--- src/rtl/barrel_pkg.sv ---
// barrel_pkg: shared encodings, widths and LFSR constants for the barrel subsystem
package barrel_pkg;
  localparam int X_W = 10;
  localparam int Y_W = 9;
  typedef enum logic [1:0] {B_IDLE = 2'd0, B_ROLL = 2'd1, B_FALL = 2'd2, B_DONE = 2'd3} barrel_state_e;
  typedef enum logic [1:0] {S_IDLE = 2'd0, S_RUN = 2'd1, S_OVER = 2'd2} sched_state_e;
  localparam logic [15:0] LFSR_SEED = 16'hACE1;
  localparam logic [15:0] LFSR_TAPS = 16'hB400;
  function automatic logic [15:0] lfsr_next(input logic [15:0] v);
    return {v[14:0], ^(v & LFSR_TAPS)};
  endfunction
endpackage

--- src/rtl/lfsr16.sv ---
// lfsr16: free-running 16-bit Fibonacci LFSR (taps 16,14,13,11)
module lfsr16
  import barrel_pkg::*;
(
  input  logic        clk,
  input  logic        rst,
  output logic [15:0] value_o
);
  logic [15:0] lfsr_q;
  always_ff @(posedge clk) lfsr_q <= rst ? LFSR_SEED : lfsr_next(lfsr_q);
  assign value_o = lfsr_q;
endmodule

--- src/rtl/barrel_scheduler.sv ---
// barrel_scheduler: spawns, retires and collision-checks a pool of barrel instances
module barrel_scheduler
  import barrel_pkg::*;
#(
  parameter int          N_SLOTS     = 4,
  parameter int          SPAWN_BASE  = 50000000,
  parameter logic [15:0] JITTER_MASK = 16'h3FFF,
  parameter int          HIT_W       = 16,
  parameter int          HIT_H       = 16
) (
  input  logic                   clk,
  input  logic                   rst,
  input  logic                   game_start,
  input  logic                   game_over,
  input  logic [X_W-1:0]         mario_x,
  input  logic [Y_W-1:0]         mario_y,
  input  logic [X_W*N_SLOTS-1:0] barrel_x,
  input  logic [Y_W*N_SLOTS-1:0] barrel_y,
  input  logic [2*N_SLOTS-1:0]   barrel_state,
  output logic [N_SLOTS-1:0]     slot_run,
  output logic [N_SLOTS-1:0]     slot_rst,
  output logic                   slot_over,
  output logic                   hit,
  output logic [7:0]             spawn_count,
  output logic [1:0]             sched_state
);
  localparam int IW = $clog2(N_SLOTS);
  localparam int TW = 32;
  sched_state_e        state_q, state_d;
  logic [N_SLOTS-1:0]  run_q, run_d, rst_q, rst_d;
  logic                over_q, over_d, hit_q, hit_d, s1_q, s1_d;
  logic [7:0]          cnt_q, cnt_d;
  logic [TW-1:0]       timer_q, timer_d;
  logic [IW-1:0]       idx_q, idx_d;
  logic [15:0]         lfsr;
  logic [N_SLOTS-1:0]  free, done, pick;
  logic [X_W-1:0]      bx [N_SLOTS];
  logic [Y_W-1:0]      by [N_SLOTS];
  logic [1:0]          bs [N_SLOTS];
  logic [X_W:0]        dx, adx;
  logic [Y_W:0]        dy, ady;
  logic                active;

  lfsr16 u_lfsr (.clk(clk), .rst(rst), .value_o(lfsr));

  for (genvar g = 0; g < N_SLOTS; g++) begin : g_slot
    assign bx[g]   = barrel_x[g*X_W +: X_W];
    assign by[g]   = barrel_y[g*Y_W +: Y_W];
    assign bs[g]   = barrel_state[2*g +: 2];
    assign free[g] = !run_q[g] && !rst_q[g] && bs[g] == B_IDLE;
    assign done[g] = run_q[g] && bs[g] == B_DONE;
  end

  // isolate the lowest set bit of the free mask
  assign pick = free & (~free + N_SLOTS'(1));

  // zero-extended differences keep the sign bit, so no wrap-around at screen edges
  assign dx     = {1'b0, bx[idx_q]} - {1'b0, mario_x};
  assign dy     = {1'b0, by[idx_q]} - {1'b0, mario_y};
  assign adx    = dx[X_W] ? -dx : dx;
  assign ady    = dy[Y_W] ? -dy : dy;
  assign active = run_q[idx_q] && (bs[idx_q] == B_ROLL || bs[idx_q] == B_FALL);
  assign s1_d   = state_q == S_RUN && active && adx < (X_W+1)'(HIT_W) && ady < (Y_W+1)'(HIT_H);

  always_comb begin
    state_d = state_q;
    run_d   = run_q;
    rst_d   = '0;
    over_d  = over_q;
    hit_d   = hit_q;
    cnt_d   = cnt_q;
    timer_d = timer_q;
    idx_d   = idx_q;
    case (state_q)
      S_IDLE: begin
        run_d  = '0;
        over_d = 1'b0;
        if (game_start) begin
          state_d = S_RUN;
          timer_d = TW'(SPAWN_BASE);
        end
      end
      S_RUN: begin
        idx_d = idx_q == IW'(N_SLOTS - 1) ? '0 : idx_q + IW'(1);
        hit_d = hit_q | s1_q;
        if (game_over || hit_d) begin
          state_d = S_OVER;
          run_d   = '0;
          over_d  = 1'b1;
        end else begin
          rst_d = done;
          run_d = run_q & ~done;
          if (timer_q != '0) timer_d = timer_q - TW'(1);
          else if (|free) begin
            run_d   = run_d | pick;
            cnt_d   = cnt_q == 8'hFF ? cnt_q : cnt_q + 8'd1;
            timer_d = TW'(SPAWN_BASE) + TW'(lfsr & JITTER_MASK);
          end
        end
      end
      S_OVER: begin
        run_d  = '0;
        over_d = 1'b1;
      end
      default: state_d = S_IDLE;
    endcase
  end

  always_ff @(posedge clk) begin
    if (rst) begin
      state_q <= S_IDLE;
      run_q   <= '0;
      rst_q   <= '0;
      over_q  <= 1'b0;
      hit_q   <= 1'b0;
      s1_q    <= 1'b0;
      cnt_q   <= '0;
      timer_q <= '0;
      idx_q   <= '0;
    end else begin
      state_q <= state_d;
      run_q   <= run_d;
      rst_q   <= rst_d;
      over_q  <= over_d;
      hit_q   <= hit_d;
      s1_q    <= s1_d;
      cnt_q   <= cnt_d;
      timer_q <= timer_d;
      idx_q   <= idx_d;
    end
  end

  assign slot_run    = run_q;
  assign slot_rst    = rst_q;
  assign slot_over   = over_q;
  assign hit         = hit_q;
  assign spawn_count = cnt_q;
  assign sched_state = state_q;
endmodule

--- config.mk ---
export PLATFORM = sky130hd
export DESIGN_NAME = barrel_scheduler
export DESIGN_NICKNAME = d
export VERILOG_FILES = /design/src/rtl/barrel_pkg.sv /design/src/rtl/lfsr16.sv /design/src/rtl/barrel_scheduler.sv
export SDC_FILE = /design/constraint.sdc
export NUM_CORES = 1
export LEC_CHECK = 0
export ABC_AREA = 1
export BUFFER_PORTS_ARGS = -buffer_cell sky130_fd_sc_hd__buf_2
export CAP_MARGIN = 30
export CORE_MARGIN = 4
export CORE_UTILIZATION = 45
export DETAILED_ROUTE_END_ITERATION = 10
export GPL_TIMING_DRIVEN = 1
export PLACE_DENSITY = 0.74
export SYNTH_ARGS = -nofsm -noshare
export SYNTH_HDL_FRONTEND = slang
export SYNTH_SLANG_ARGS = --single-unit
--- constraint.sdc ---
create_clock -name clk -period 4.2 [get_ports clk]
set_clock_uncertainty 0.05 [all_clocks]
set_input_delay 0.21 -clock clk [delete_from_list [all_inputs] [get_ports clk]]
set_output_delay 0.21 -clock clk [all_outputs]
set_load 0.005 [all_outputs]
# Word-level counts from Yosys, hierarchy flattened
# Index checks and enable logic that the tools add are counted.
# classes
addsub,9
reduce_logical,43
mux,28
bitwise,12
n_lt_le_gt_ge,4
n_eq_ne,14
# op_table
operator,n
$mux 32,4
$pmux 32 s2,1
$reduce_bool 32->1,1
$sub 32x1->32 const B,1
$mux 10,3
$add 26x14->27 const A,1
$bmux 10 s2,1
$bmux 9 s2,1
$mux 9,2
$logic_and 1x1->1,16
$reduce_xor 16->1,1
$eq 2x2->1 const B,7
$mux 4,3
$lt 11x5->1 const B,1
$mux 11,1
$neg 11->11,1
$sub 10x10->11,1
$logic_not 2->1,5
$lt 10x5->1 const B,1
$mux 2,5
$neg 10->10,1
$sub 9x9->10,1
$add 8x1->8 const B,1
$and 4x4->4,2
other kinds (31),48
# totals
out_inout_bits,20
ff_bits,71
elab_cells,120

# Logic depth before layout (Yosys ltp)
# Gate-level depths: netlist of run 1.
# logic_depth
ltp_word,11
mapped_depth,21

# Modules after synthesis
# From an unflattened synthesis of run 1, not the netlist that was laid out.
# unflattened
hier_cells,959
hier_area_um2,5754.3
# by_module_without_submodules
module,n_inst,cells_per_inst,area_each_um2
barrel_scheduler,1,900,5251.3
lfsr16,1,59,503.0

# Worst setup path after synthesis of run 1
# OpenSTA, ideal clock, no wires.
# synth_path
path_kind,flip-flop to flip-flop
startpoint,register idx_q[0]
endpoint,register s1_q
setup_time_ns,0.064
arrival_ns,2.704
slack_ns,1.382
n_path_buf,3
synth_period_minus_slack_ns,2.818
required_ns,4.086
path_stages_with_launch,19
cell_sequence,dfxtp_1 -> clkbuf_1 -> inv_1 -> clkbuf_1 -> clkbuf_1 -> nor2_1 -> o22ai_1 -> fa_1 -> nand3_1 -> nand3_1 -> nand2_1 -> nand2_1 -> a21oi_1 -> nand3_1 -> nand2_1 -> inv_1 -> nor2_1 -> nand3_1 -> nor2_1
# synth_via
elab_chain_len,10
elab_cells_between_ends,27
# synth_rtl
element,line,rtl
"start, declared",barrel_scheduler.sv:34,"logic [IW-1:0] idx_q, idx_d;"
"start signal, assigned",barrel_scheduler.sv:129,idx_q <= idx_d;
$not 2->3 (implied by the code),"barrel_scheduler.sv:58, barrel_scheduler.sv:59, barrel_scheduler.sv:62",
$bmux 10 s2 or $bmux 2 s2 (tied branches),"barrel_scheduler.sv:58, barrel_scheduler.sv:62",
$mux 10 (implied by the code) or $mux 2 (tied branches) (2 in a row),"barrel_scheduler.sv:58, barrel_scheduler.sv:62",
$sub 10x10->11 (tied with other cells),barrel_scheduler.sv:58,"assign dx = {1'b0, bx[idx_q]} - {1'b0, mario_x};"
$neg 11->11 or $logic_or 1x1->1 (tied branches),"barrel_scheduler.sv:60, barrel_scheduler.sv:62",
$mux 11 or $logic_and 1x1->1 (tied branches),"barrel_scheduler.sv:60, barrel_scheduler.sv:62",
$lt 11x5->1 or $logic_and 1x1->1 (tied branches),barrel_scheduler.sv:63,assign s1_d = state_q == S_RUN && active && adx < (X_W+1)'(HIT_W) && ady < (Y_W+1)'(HIT_H);
$logic_and 1x1->1,barrel_scheduler.sv:63,
$logic_and 1x1->1 (*),barrel_scheduler.sv:63,
"end signal, assigned",barrel_scheduler.sv:116,s1_q <= 1'b0;
"end signal, assigned",barrel_scheduler.sv:126,s1_q <= s1_d;
"end, declared",barrel_scheduler.sv:31,"logic over_q, over_d, hit_q, hit_d, s1_q, s1_d;"
# Every way passes the cells marked *; elsewhere a longest branch is shown, timed or not. The select of a mux whose other input is x is not followed.
# A chain may end at the register's enable or synchronous reset.

# Worst setup path after layout of run 1
# layout_path
startpoint,register idx_q[1]
endpoint,register s1_q
# The elaborated chain is that of the path after synthesis.

==> results of run 1 <==
-- critical path: stages (launching register included) --
cell,delay (ns)
dfxtp_1,0.30
buf_4,0.20
inv_1,0.05
buf_4,0.20
a21oi_1,0.14
a32o_1,0.14
ha_1,0.14
inv_1,0.08
fa_1,0.41
nand3_1,0.13
nand3_1,0.14
nand2_1,0.11
nand2_1,0.08
a21oi_1,0.31
nand3_1,0.12
nand2_1,0.09
inv_1,0.04
nor2_1,0.09
nand3_1,0.07
nor2_1,0.08
-- report_power, final --
| part | leakage (uW) | internal (uW) | switching [uW] |
|---|---|---|---|
| clock network | 0.000164 | 597 | 293 |
| registers | 0.000583 | 826 | 155 |
| logic | 0.00274 | 1080 | 2000 |
-- per-layer routing --
| metal | up-vias | wire [um] |
|---|---|---|
| li1 | 3335 | - |
| met2 | 178 | 7690 |
| met5 | - | 0 |
| met4 | 0 | 188 |
| met3 | 22 | 969 |
| met1 | 2814 | 7313 |
-- cell families after synthesis --
logic type / Yosys count / synth area share
compound gates: 174 / 0.1656
fa+ha+maj: 30 / 0.06743
buf+inv: 157 / 0.1070
xor+xnor: 27 / 0.04085
simple gates: 503 / 0.3737
flops: 71 / 0.2455
-- path summary, 6_finish.rpt --
path	slack, ns	depth (start not counted)	from	endpoint
max	1.19	19	idx_q[1]	s1_q
min	0.07	3	barrel_state[7]	slot_rst[3]
max reg2reg	1.19	19	idx_q[1]	s1_q
min reg2reg	0.36	1	u_lfsr.value_o[14]	u_lfsr.value_o[15]
-- registers in the layout (all words and copies together), names as in the netlist --
signal          count
sched_state         2
u_lfsr.value_o     16
hit                 1
s1_q                1
slot_over           1
idx_q               2
timer_q            32
slot_run            4
slot_rst            4
spawn_count         8
-- metrics by stage --
stage / power (uW) / utilization / hold WS, ns
global placement: 3985 / 0.5186 / 0.3408
floorplan: 3426 / - / 0.3000
CTS: 4932 / 0.5456 / 0.07738
detailed placement: 4025 / 0.5186 / 0.3457
finish: 4950 / 0.5456 / 0.07377
global route: 5476 / 0.5456 / 0.07967
-- Yosys cell counts, types with 15 or more instances --
cell type and count:
nor2_1 153, inv_1 123, ha_1 28, dfxtp_1 71
o22ai_1 18, nand3_1 58, nand2_1 229, xor2_1 19
nand4_1 15, o21ai_0 74, a21oi_1 60, clkbuf_1 22
-- layout make-up --
cell class / instances / share of cell area
multi-input combinational: 734 / 0.5444
sequential: 71 / 0.2064
timing repair buffer: 133 / 0.09922
inverter: 127 / 0.06923
clock buffer: 13 / 0.03634
tap: 172 / 0.03126
clock inverter: 3 / 0.01308
==> results.cfg, run 1 <==
[worst_setup_path]
criticalPathCategory = reg -> reg
cp.required_ns = 4.43
critPathCaptureType = register
crit_arrival_ns = 3.23
crit_path_start_kind = register
crit_fanout = 23

[synth]
syn_avg_cell_area_sq_um = 6.018
synth_area_sq_um = 5789
ys_ff_latch = 71
ys_types = 47
synth-seq-area-share = 0.2455
synthTopCellsByArea = dfxtp_1 (25%), nand2_1 (15%), nor2_1 (9.9%)
yosys.area.top_type = dfxtp_1
yosysTopAreaCellShare = 0.2455
synth_edf_count = 0
syn_inst = 962
synthesis.nets = 1099
ys_warn_count = 0
synth_flop_cell = dfxtp_1
async_flop_share = 0

[layout]
multi_input_comb_area_sq_um = 3749
diodes = 0
syn2layout_area_growth_pct = 18.93
design_area_sq_um = 6885
layout_commonest_cell = nand2_1
fillers = 1306
layout.area.seq_sq_um = 1421
stdcell_count = 1253
drive_gt1_frac = 0.1637
layout_common_cells = nand2_1 (229), nor2_1 (153), buf_2 (126)
final_nets = 1213

[sta]
worst_pin_slew_ns = 0.8051
relSlewSlack = 0.4627
setup_viol = 0
hold_violations = 0
setup_tns_ns = 0
drv_slew = 0
post-route-period-util = 0.7156
rsz0062_at_grt = false
max_freq_ghz = 0.3327
finalCriticalPeriod_ns = 3.006
finalWorstSetupSlack_ns = 1.194

[placement]
dpl_cell_area_sq_um = 6545
port_buffers = 126
dp_hpwl_um = 12550
dp_cells = 1237
gp_congestion = 0.9082
place_ws_ns = 1.201

[cts]
cts_sinks = 71
cts_root_buffer = clkbuf_16
path_clk_slew_ns = 0.06
clkLatencyLatePin_ns = 0.34
cts_hold_buffers = 0
post_cts_buffers = 0
ctsHtreeMaxLevel = 3
cts_made_buffers = 9
cts_resized = 0
cts_tree = built
ctsLongestPathBuffers = 2

[global_route]
grt_max_degree = 44
grt_use_total = 0.2225
antenna_found_initial = 0
met1_usage = 0.2760
grt_pass1_vias = 5985
grt_overflow = 0
grt.met3_usage = 0.05594
use_met2 = 0.3879
top_usage_layer = met2
grt_pass1_wl_um = 26920

[routing]
wirelength_um = 16160
dr.pass1.iters = 6
routed_via_density = 5.067
drc = 0
wire_per_inst_um = 12.90
via_count = 6349
ant_nets = 0
drt_first_iter_violations = 454

[power]
vdd_drop_max_v = 0.0003027
p_leak_uw = 0.003488
p_per_area_nw_per_um2 = 719.0

[floorplanning]
die_w_um = 121.4
core_sq_um = 12620
die_h_um = 121.4
rows = 41
ioPinCount = 127
die-area_sq_um = 14740
initial_core_util = 0.4588

[flow_run]
max-cap-violations = 0

[status]
outcome = finished clean

[hold_path]
min_path_type = in -> reg
Note: power is estimated with default switching activity, not from simulation.
==> inputs of run 2 (changes only) <==
Settings changed: PLACE_DENSITY 0.74 to 0.77.
Clock period 4.2 ns to 2.53 ns, I/O delays scaled along.
==> run 2 against run 1 <==
Global-route usage shrank 0.42 points. Wire length shrank 1.4%. Final area increased by 4.6%. Utilization rose by 2.5 points. Die area unchanged. Sequential power rose by 68%. First-iteration DRC count decreased by 31%. Critical endpoint unchanged.
==> results.cfg, run 2 (synthesis results as in run 1) <==
[layout]
layout_commonest_cell = nand2_1
design_area_sq_um = 7201
stdcell_count = 1278
syn2layout_area_growth_pct = 24.38
final_nets = 1238
layout_common_cells = nand2_1 (225), nor2_1 (148), buf_2 (126)
regMostFlops = timer_q
diodes = 0
fin_util = 0.5706
drive_gt1_frac = 0.2080
largest_reg_flops = 32

[cts]
clkLatencyLatePin_ns = 0.34
ctsHtreeMaxLevel = 3
cts_root_buffer = clkbuf_16
cts_sinks = 71
cts_made_buffers = 9
ctsLongestPathBuffers = 2
path_clk_slew_ns = 0.06
cts_tree = built

[hold_path]
min_path_cells = 3
min_path_type = in -> reg
min_from = barrel_state[4]
hold_path_end = slot_rst[2]

[floorplanning]
core_sq_um = 12620
die_h_um = 121.4
initial_core_util = 0.4588
die_w_um = 121.4
rows = 41
ioPinCount = 127
die-area_sq_um = 14740

[power]
p_leak_uw = 0.003626
comb_power_share = 0.649
power_frac_seq = 0.191
pwr-share-clk = 0.160
switching_power_uw = 4229
p_per_area_nw_per_um2 = 1195
vdd_drop_max_v = 0.0005404
p_int_uw = 4374
sw_frac_of_total = 0.4916

[placement]
dp_cells = 1255
dpl_cell_area_sq_um = 6728
gp_congestion = 0.9344
dp_hpwl_um = 12480
port_buffers = 126

[worst_setup_path]
cp.required_ns = 2.76
critPathCaptureType = register
reg2reg_from = idx_q[0]
ff2ff_setup_slack_ns = 0.08
crit_fanout = 30
crit_arrival_ns = 2.68
crit_path_start_kind = register
criticalPathCategory = reg -> reg
r2r_end = s1_q
reg2reg_depth = 17

[sta]
setup_tns_ns = 0
setup_viol = 0
hold_violations = 0
relSlewSlack = 0.6245
finalCriticalPeriod_ns = 2.451
rsz0062_at_grt = true
max_freq_ghz = 0.4080
drv_slew = 0
worst_pin_slew_ns = 0.5562
post-route-period-util = 0.9687

[global_route]
grt_use_total = 0.2183
grt_pass1_wl_um = 26690
grt_overflow = 0
grt_max_degree = 31
grt_pass1_vias = 6107
antenna_found_initial = 0

[routing]
via_count = 6510
wire_per_inst_um = 12.46
drt_first_iter_violations = 315
routed_via_density = 5.094
drc = 0
ant_nets = 0
dr.pass1.iters = 5
wirelength_um = 15930

[flow_run]
max-cap-violations = 0

[status]
outcome = finished clean
## run 2: changes by cell type in the layout (fill, tap and decap cells not counted), sizes merged
cell,change
buf,+23
bufinv,-1
clkbuf,-2
clkinv,+2
clkinvlp,+1
dlygate4sd3,+2
## run 2: power by group through the flow
stage | logic, uW | registers, uW | clock network [uW]
4_1_cts | 5390 | 1630 | 1400
3_3_place_gp | 5230 | 1640 | 0
5_1_grt | 6360 | 1680 | 1440
6_report | 5580 | 1650 | 1380
2_1_floorplan | 4170 | 1580 | 0
3_5_place_dp | 5320 | 1640 | 0
## run 2: layer usage
layer  GRT usage  wire (um)
met5           0          0
met1      0.2784       7262
met3     0.02984        916
met4     0.09804        426
met2      0.3655       7321
## run 2: timing repair
action | CTS | global route
gates resized for setup | 8 | 21
gates cloned | 0 | 0
hold buffers | 2 | 0
endpoints found under the setup margin | 1 | 4
hold endpoints to repair | 1 | 0
buffers inserted | 0 | 5
pin swaps | 2 | 7
## run 2: stage by stage
step / total power [uW] / setup WS, ns / hold WS [ns]
floorplan: 5750 / 0.007672 / 0.2165
global placement: 6878 / 0.06265 / 0.3365
detailed placement: 6960 / -0.005578 / 0.3453
CTS: 8415 / 0.005326 / 0.001526
global route: 9471 / -0.1131 / 0.01682
finish: 8603 / 0.07911 / 0.006142
## run 2: layout make-up
type | count | area, sq um
clock inverters | 5 | 81.33
repair buffers | 158 | 912.1
fillers | 1274 | 5419
inverters | 127 | 476.7
multi-input cells | 734 | 3850
flip-flops and latches | 71 | 1423
well taps | 172 | 215.2
clock buffers | 11 | 242.7
## run 2: worst max-delay path: stages, from the launching register on
cell and delay [ns]:
dfxtp_2 0.35, buf_6 0.13, buf_12 0.16, o21ai_1 0.09, o22ai_2 0.23, fa_2 0.47, inv_1 0.06, nand2_1 0.05
nor2_2 0.12, nand3_2 0.11, buf_4 0.15, nand2_1 0.05, nand2_1 0.04, nand2_1 0.06, inv_1 0.04, nor2_1 0.09
nand3_1 0.06, nor2_1 0.07
## run 2: worst max path at each step
stage / slack [ns] / depth (start not counted) / from / end
4_1_cts: 0.005 / 18 / idx_q[1] / s1_q
3_3_place_gp: 0.06 / 17 / idx_q[0] / s1_q
6_report: 0.08 / 17 / idx_q[0] / s1_q
5_1_grt: -0.11 / 19 / idx_q[0] / s1_q
2_1_floorplan: 0.008 / 19 / idx_q[0] / s1_q
3_5_place_dp: -0.006 / 18 / idx_q[0] / s1_q
==> inputs of run 3 (changes only) <==
Settings changed: PLACE_DENSITY 0.77 to 0.83.
==> run 3 against run 2 <==
The run now ends with negative setup slack left. Critical path depth stayed put. Sequential power hardly changed. Clock power is 5% lower. Power is 3.2% higher. Global-route usage is 0.68 points higher. Via count is 2.8% higher. Utilization is 1.3 points higher. Largest power group unchanged. Highest routed layer is now met5.
==> results.cfg, run 3 (synthesis results as in run 1) <==
[status]
outcome = finished, violations left
violations = negative setup slack

[layout]
fin_util = 0.5838
stdcell_count = 1287
design_area_sq_um = 7367
final_nets = 1246
regMostFlops = timer_q
syn2layout_area_growth_pct = 27.25
largest_reg_flops = 32
layout_common_cells = nand2_1 (222), nor2_1 (147), buf_2 (126)
layout_commonest_cell = nand2_1
drive_gt1_frac = 0.2235

[placement]
gp_congestion = 0.9161
dpl_cell_area_sq_um = 6753
dp_hpwl_um = 12560
dp_cells = 1255
port_buffers = 126

[floorplanning]
ioPinCount = 127
initial_core_util = 0.4588
core_sq_um = 12620
die-area_sq_um = 14740
rows = 41
die_w_um = 121.4
die_h_um = 121.4

[worst_setup_path]
crit_top_cell = nand2_1
cp.required_ns = 2.77
crit_path_start_kind = register
crit_fanout = 10
endpoint = s1_q
max_stage_delay_ns = 0.38
reg2reg_from = idx_q[0]
path_buf_inv = 2
reg2reg_depth = 17
crit_path_cell_trace = inv_2 > bufbuf_16 > o21ai_0 > o22ai_1 > ha_1 > nand2_1 > nor2_1 > nand3_1 > nand3_1 > nand2_1 > nand2_1 > nand2_1 > nand2_1 > nand2_1 > nor2_1 > nand3_1 > nor2_1
crit_arrival_ns = 2.79
cpMaxStageDelayCell = ha_1
critPathCaptureType = register
cp-startpoint = idx_q[0]
crit_cells = 17
cpLargestDelayFamily = simple AND/OR/NAND/NOR gates
ff2ff_setup_slack_ns = -0.02
r2r_end = s1_q
criticalPathCategory = reg -> reg

[global_route]
grt_pass1_wl_um = 27560
grt_use_total = 0.2250
grt_overflow = 0
grt_pass1_vias = 6339
antenna_found_initial = 2
grt_max_degree = 30

[power]
sw_frac_of_total = 0.4954
pwr-share-clk = 0.148
switching_power_uw = 4397
power_frac_seq = 0.185
p_int_uw = 4479
vdd_drop_max_v = 0.0006132
p_leak_uw = 0.003697
comb_power_share = 0.667
p_per_area_nw_per_um2 = 1205

[sta]
setup_tns_ns = -0.02351
setup_viol = 1
finalWorstSetupSlack_ns = -0.02351
drv_slew = 0
hold_violations = 0
relSlewSlack = 0.6482
worst_pin_slew_ns = 0.5237
post-route-period-util = 1.009
max_freq_ghz = 0.3916
finalCriticalPeriod_ns = 2.554
rsz0062_at_grt = true

[flow_run]
max-cap-violations = 0

[cts]
ctsLongestPathBuffers = 2
cts_made_buffers = 9
cts_sinks = 71
clkLatencyLatePin_ns = 0.35
cts_tree = built
ctsHtreeMaxLevel = 3
cts_root_buffer = clkbuf_16
path_clk_slew_ns = 0.06

[routing]
ant_nets = 0
dr.pass1.iters = 5
wire_per_inst_um = 13.18
via_count = 6692
wirelength_um = 16960
drc = 0
routed_via_density = 5.200
drt_first_iter_violations = 413

[hold_path]
min_path_type = in -> reg
## run 3: changes by cell type in the layout (fill, tap and decap cells not counted), moves of 2 or more
| cell | change |
|---|---|
| nand2_2 | +3 |
| ha_1 | -4 |
| nand3_2 | -2 |
| buf_4 | +3 |
| o21ai_1 | +5 |
| nand3_4 | +2 |
| o21ai_0 | -6 |
| ha_2 | +4 |
| nand2_1 | -3 |
| inv_4 | +2 |
| buf_12 | +3 |
## run 3: area by class of cell
| type | count | area, sq um |
|---|---|---|
| fillers | 1194 | 5253 |
| multi-input cells | 734 | 3889 |
| flip-flops and latches | 71 | 1424 |
| repair buffers | 166 | 1047 |
| inverters | 127 | 481.7 |
| clock buffers | 10 | 239.0 |
| well taps | 172 | 215.2 |
| clock inverters | 6 | 68.82 |
| diodes | 1 | 2.502 |
## run 3: power by group through the flow
stage	clock, uW	combinational [uW]	sequential (uW)
after floorplan	0	4170	1580
after global placement	0	5240	1640
after detailed placement	0	5330	1640
after CTS	1320	5430	1630
after global routing	1380	6690	1680
final	1310	5920	1640
## run 3: what timing repair did
item	CTS	global route
endpoints found under the setup margin	1	5
pin swaps	1	21
buffers inserted	0	10
gates resized for setup	2	47
hold buffers	3	0
endpoints found under the hold margin	2	0
cloned	1	1
## run 3: worst reg2reg max path, stage by stage, from the launching register on
cell and delay [ns]:
dfxtp_2 0.35, inv_2 0.07, bufbuf_16 0.27, o21ai_0 0.21
o22ai_1 0.10, ha_1 0.38, nand2_1 0.12, nor2_1 0.18
nand3_1 0.13, nand3_1 0.10, nand2_1 0.07, nand2_1 0.07
nand2_1 0.07, nand2_1 0.06, nand2_1 0.05, nor2_1 0.08
nand3_1 0.07, nor2_1 0.07
## run 3: how the worst min path moves through the flow
stage	start	to	slack (ns)	cells after the start
after floorplan	barrel_state[6]	slot_rst[3]	0.22	2
after global placement	barrel_state[6]	slot_rst[3]	0.34	3
after detailed placement	barrel_state[6]	slot_rst[3]	0.34	3
after CTS	barrel_state[5]	slot_rst[2]	0.003	3
after global routing	barrel_state[5]	slot_rst[2]	0.03	3
final	barrel_state[5]	slot_rst[2]	0.004	3
## run 3: layer usage
layer	routed length, um	vias up	track usage
li1	-	3407	-
met1	7136	2993	0.2670
met2	8294	258	0.3965
met3	1131	32	0.04242
met4	386	2	0.09244
met5	13	-	0
## run 3: through the flow
step	hold WS [ns]	power [uW]	worst slack (ns)
2_1_floorplan	0.2165	5750	0.007672
3_3_place_gp	0.3380	6880	0.07901
3_5_place_dp	0.3418	6972	-0.004052
4_1_cts	0.003287	8378	0.01910
5_1_grt	0.03034	9746	-0.1761
6_report	0.003653	8876	-0.02351
